$ cat src/rtl/pipeline_if_stage_pkg.sv
// pipeline_if_stage_pkg: shared constants, FSM encoding and fetch-entry type for the IF stage.
package pipeline_if_stage_pkg;
  localparam logic [31:0] NOP_INST_DEF = 32'h0000_0013;
  localparam logic [31:0] RESET_PC_DEF = 32'h0000_0000;
  localparam logic [1:0] FETCH = 2'd0;
  localparam logic [1:0] BUFFERED = 2'd1;
  localparam logic [1:0] DRAIN = 2'd2;
  typedef struct packed {
    logic [31:0] inst;
    logic [31:0] pc;
  } fetch_t;
  function automatic logic [31:0] word_align(input logic [31:0] a);
    return a & ~32'h3;
  endfunction
endpackage

$ cat src/rtl/if_fetch_buf.sv
// if_fetch_buf: one-entry holding slot for a word that arrived while decode was stalled.
module if_fetch_buf
  import pipeline_if_stage_pkg::*;
(
  input  logic   clk,
  input  logic   rst,
  input  logic   load,
  input  logic   drain,
  input  logic   clear,
  input  fetch_t din,
  output fetch_t dout,
  output logic   valid
);
  always_ff @(posedge clk or posedge rst)
    if (rst) begin
      valid <= 1'b0;
      dout <= '0;
    end else if (clear || drain) valid <= 1'b0;
    else if (load) begin
      valid <= 1'b1;
      dout <= din;
    end
endmodule

$ cat src/rtl/pipeline_if_stage.sv
// pipeline_if_stage: instruction fetch with stall buffering and redirect flush/drain.
module pipeline_if_stage
  import pipeline_if_stage_pkg::*;
#(
  parameter logic [31:0] RESET_PC = RESET_PC_DEF,
  parameter logic [31:0] NOP_INST = NOP_INST_DEF
) (
  input  logic        clk_IF,
  input  logic        rst_IF,
  input  logic        stall_IF,
  input  logic        redirect_IF,
  input  logic [31:0] PC_target_IF,
  output logic        imem_req,
  output logic [31:0] imem_addr,
  input  logic        imem_ready,
  input  logic [31:0] imem_rdata,
  output logic [31:0] inst_out_IF,
  output logic [31:0] PC_out_IF,
  output logic        valid_out_IF
);
  logic [1:0] state;
  logic [31:0] pc, pending, target;
  logic buf_load, buf_drain, buf_valid;
  fetch_t buf_out;
  assign target = word_align(PC_target_IF);
  // pc is never advanced while a request is outstanding, so it is also the DRAIN address
  assign imem_req = !rst_IF && state != BUFFERED;
  assign imem_addr = pc;
  assign buf_load = state == FETCH && imem_ready && stall_IF && !redirect_IF;
  assign buf_drain = state == BUFFERED && buf_valid && !stall_IF && !redirect_IF;
  if_fetch_buf u_buf (
    .clk(clk_IF), .rst(rst_IF), .load(buf_load), .drain(buf_drain), .clear(redirect_IF),
    .din('{inst: imem_rdata, pc: pc}), .dout(buf_out), .valid(buf_valid)
  );
  always_ff @(posedge clk_IF or posedge rst_IF)
    if (rst_IF) begin
      state <= FETCH;
      pc <= RESET_PC;
      pending <= '0;
      inst_out_IF <= NOP_INST;
      PC_out_IF <= '0;
      valid_out_IF <= 1'b0;
    end else if (redirect_IF) begin
      inst_out_IF <= NOP_INST;
      valid_out_IF <= 1'b0;
      if (state == DRAIN) begin
        pending <= target;
        if (imem_ready) begin
          pc <= target;
          state <= FETCH;
        end
      end else if (state == FETCH && !imem_ready) begin
        pending <= target;
        state <= DRAIN;
      end else begin
        pc <= target;
        state <= FETCH;
      end
    end else if (state == DRAIN) begin
      if (imem_ready) begin
        pc <= pending;
        state <= FETCH;
      end
    end else if (buf_drain) begin
      inst_out_IF <= buf_out.inst;
      PC_out_IF <= buf_out.pc;
      valid_out_IF <= 1'b1;
      pc <= pc + 32'd4;
      state <= FETCH;
    end else if (state == FETCH && !stall_IF) begin
      inst_out_IF <= imem_ready ? imem_rdata : NOP_INST;
      PC_out_IF <= imem_ready ? pc : PC_out_IF;
      valid_out_IF <= imem_ready;
      pc <= imem_ready ? pc + 32'd4 : pc;
    end else if (buf_load) state <= BUFFERED;
endmodule

$ cat config.mk
export PLATFORM = sky130hd
export DESIGN_NAME = pipeline_if_stage
export DESIGN_NICKNAME = d
export VERILOG_FILES = /design/src/rtl/pipeline_if_stage_pkg.sv /design/src/rtl/if_fetch_buf.sv /design/src/rtl/pipeline_if_stage.sv
export SDC_FILE = /design/constraint.sdc
export NUM_CORES = 1
export LEC_CHECK = 0
export BUFFER_PORTS_ARGS = -buffer_cell sky130_fd_sc_hd__buf_2
export CORE_MARGIN = 3
export CORE_UTILIZATION = 35
export DETAILED_ROUTE_END_ITERATION = 16
export MAX_ROUTING_LAYER = met4
export PLACE_DENSITY = 0.64
export SYNTH_ARGS = -nofsm -noshare
export SYNTH_HDL_FRONTEND = slang
export SYNTH_HIERARCHICAL = 1
export SYNTH_SLANG_ARGS = --single-unit
$ cat constraint.sdc
create_clock -name clk_IF -period 6 [get_ports clk_IF]
set_input_delay 0.3 -clock clk_IF [delete_from_list [all_inputs] [get_ports clk_IF]]
set_output_delay 0.3 -clock clk_IF [all_outputs]
set_load 0.005 [all_outputs]
==> flow_metrics.env <==
export IMPL_vias=7138
export IMPL_pre_cts_ws_ns=2.511
export IMPL_diodes=0
export IMPL_arrival_ns=3.31
export IMPL_outcome="complete, no violations"
export IMPL_hold_class="input pin to flop"
export IMPL_yosysTopAreaCell="dfrtp_1"
export IMPL_grt_pass1_vias=6723
export IMPL_antenna_found_initial=0
export IMPL_post_cts_buffers=0
export IMPL_overflow=0
export IMPL_grt_setup_unrepaired="no"
export IMPL_crit_slowest_cell="buf_4"
export IMPL_syn_to_final_growth_pct=18.03
export IMPL_synth_commonest_cells="189 x dfrtp_1, 134 x nand2_1, 63 x nor2_1"
export IMPL_clock_fmax_mhz=333.1
export IMPL_gr_usage_all_layers_pct=17.74
export IMPL_async_flop_share_pct=100.0
export IMPL_synthTopCellsByArea="dfrtp_1 52%, mux2_4 9.8%, nand2_1 5.5%"
export IMPL_critical_path_class="input pin to flop"
export IMPL_drt_wl_total_mm=24.55
export IMPL_crit_fanout=57
export IMPL_synth_top_area_share_pct=51.68
export IMPL_clk_latency_ns=0.43
export IMPL_multi_input_area_um2=3996
export IMPL_crit_chain="buf_2 > buf_4 > nor3_1 > nand3_2 > inv_2 > nor3b_4 > buf_4 > buf_4 > mux2_2"
export IMPL_drv_cap=0
export IMPL_synth_cell_types=53
export IMPL_drtAntennaViolNets=0
export IMPL_cts_buffers=17
export IMPL_syn_inst=866
export IMPL_crit_top_cell="buf_4"
export IMPL_yosys_warnings=6
export IMPL_required_ns=6.31
export IMPL_clk_pin_slew_ns=0.08
export IMPL_drc_errors=0
export IMPL_end_kind="flop"
export IMPL_drt_iter0_drc=663
export IMPL_synth_area_um2=9151
export IMPL_tightest_slew_ns=1.204
export IMPL_viasPerCell=5.311
export IMPL_period_needed_ns=3.002
export IMPL_max_slew_margin_pct=19.55
export IMPL_layout_drive_gt1_share_pct=29.88
export IMPL_firstDrtPassIters=5
export IMPL_worst_clock_skew_ns=0.01384
export IMPL_ys_seq_area_share_pct=52.54
export IMPL_cts_root_buf="clkbuf_16"
export IMPL_wire_per_inst_um=18.27
export IMPL_synth_edf_count=0
export IMPL_pwr_density_cell_nw_per_um2=376.1
export IMPL_ys_ff_latch=192
export IMPL_grt_max_degree=71
export IMPL_finalCritPeriodShare_pct=50.04
export IMPL_htreeDepth=4
export IMPL_critical_path_max_stage_delay_ns=0.60
export IMPL_timing_hold_ws_ns=0.09877
export IMPL_rows=58
export IMPL_setup_viol=0
export IMPL_regArea_um2=4808
export IMPL_startpoint_type="input pin"
export IMPL_grt_pass1_wl_mm=39.02
export IMPL_nFillCells=2471
export IMPL_synthFlopType="dfrtp_1"
export IMPL_die_x_um=167.7
export IMPL_nets=1071
export IMPL_place_gp_congestion=0.8051
export IMPL_ioPinCount=167
export IMPL_initial_utilization_pct=35.93
export IMPL_hold_viol=0
export IMPL_dieArea_um2=28120
export IMPL_tritoncts="done"
export IMPL_avgSynthCellArea_um2=10.57
export IMPL_yosysMostFrequentCell="dfrtp_1"
export IMPL_coreArea_um2=25470
export IMPL_clock_path_buffers=2
export IMPL_ir_drop_v=0.0001332
export IMPL_p_leak_nw=4.918
export IMPL_dp_hpwl_mm=16.10
export IMPL_setup_slack_ns=2.998
export IMPL_cts_sinks=192
export IMPL_drv_slew=0
export IMPL_fin_tns_setup_ns=0
export IMPL_die_h_um=167.7
export IMPL_numPortBuffers=162
worst paths after layout:
kind                            startpoint             end  slack [ns]  depth (start not counted)
max                            redirect_IF  u_buf/dout[21]        3.00                          9
min                        PC_target_IF[3]      pending[3]         0.1                          2
max reg2reg                       state[1]  u_buf/dout[21]        3.01                          7
min reg2reg                 inst_out_IF[1]  inst_out_IF[1]        0.47                          2
max in group asynchronous           rst_IF    PC_out_IF[1]        3.91                          4
min in group asynchronous           rst_IF     u_buf/valid        0.58                          3
layout make-up:
type                            instances  area share, %
Clock buffer                           17          3.938
Clock inverter                         15          1.749
Inverter                               15         0.5444
Multi-Input combinational cell        600          37.00
Sequential cell                       192          44.52
Tap cell                              330          3.823
Timing Repair Buffer                  175          8.433
metal layers:
metal  share of wire [%]  vias up  track usage (%)
li1                    -     3364                -
met1                  50     3538            26.30
met2                  44      220            25.22
met3                 5.4       16            3.517
met4                0.75        0            3.949
met5                   0        -                -
cell usage in the layout (no fill, tap or decap), drive strengths merged, types with 2 or more instances in the layout:
master    count
a211oi        2
a21oi        42
mux2         94
o21ai        96
dfstp         3
and3         25
nor4          3
a41oi         7
nor2         63
conb          4
nand3         6
nor3          8
and4          4
a31oi        45
a22o          3
o31a          5
clkinvlp      2
o31ai         2
o311ai        2
a221oi        3
and2          4
clkinv        2
nand2b        2
nor2b         3
buf         174
a22oi        16
inv          24
bufinv        2
nand4         8
o22ai         9
dfrtp       189
nand2       134
clkbuf       17
power by group:
| group | internal (W) | leakage, nW | switching (W) |
|---|---|---|---|
| clock network | 0.000638 | 0.296 | 0.000560 |
| registers | 0.00165 | 2.36 | 0.000303 |
| logic | 0.000497 | 2.26 | 0.000415 |
state kept, by name, summed over array words and instances, names as in the netlist:
name and count:
u_buf/dout 64, valid_out_IF 1, inst_out_IF 32, pending 30, PC_out_IF 32, state 2
imem_addr 30, u_buf/valid 1
critical path, delay by kind of cell:
kind	cells	cell delay [ns]
muxes	1	0.40
and+or+nand+nor	3	0.60
buffers and inverters	5	1.98
metrics by stage:
stage / util, % / cells / cell area [um^2] / total power [W]
floorplan: - / 869 / 9163 / 0.002501
global placement: 39.95 / 1311 / 10180 / 0.002860
detailed placement: 39.95 / 1311 / 10180 / 0.002893
CTS: 42.41 / 1344 / 10800 / 0.004097
global route: 42.41 / 1344 / 10800 / 0.004299
finish: 42.41 / 1344 / 10800 / 0.004063
logic make-up (layout without fill, tap and decap cells):
| kind of cell | count (synthesis) | after routing | synth area share [%] |
|---|---|---|---|
| other cells | 1 | 4 | 0.04098 |
| mux | 94 | 94 | 14.03 |
| simple gates | 262 | 262 | 13.21 |
| buf+inv | 77 | 222 | 4.485 |
| flops | 192 | 192 | 52.54 |
| fa+ha+maj | 1 | 1 | 0.1367 |
| compound gates | 239 | 239 | 15.56 |
repair_timing:
item / 4_1_cts / 5_1_grt
gates resized for setup: 0 / 0
hold buffers: 1 / 0
hold endpoints to repair: 24 / 0
Power figures use the tool's default switching activity.
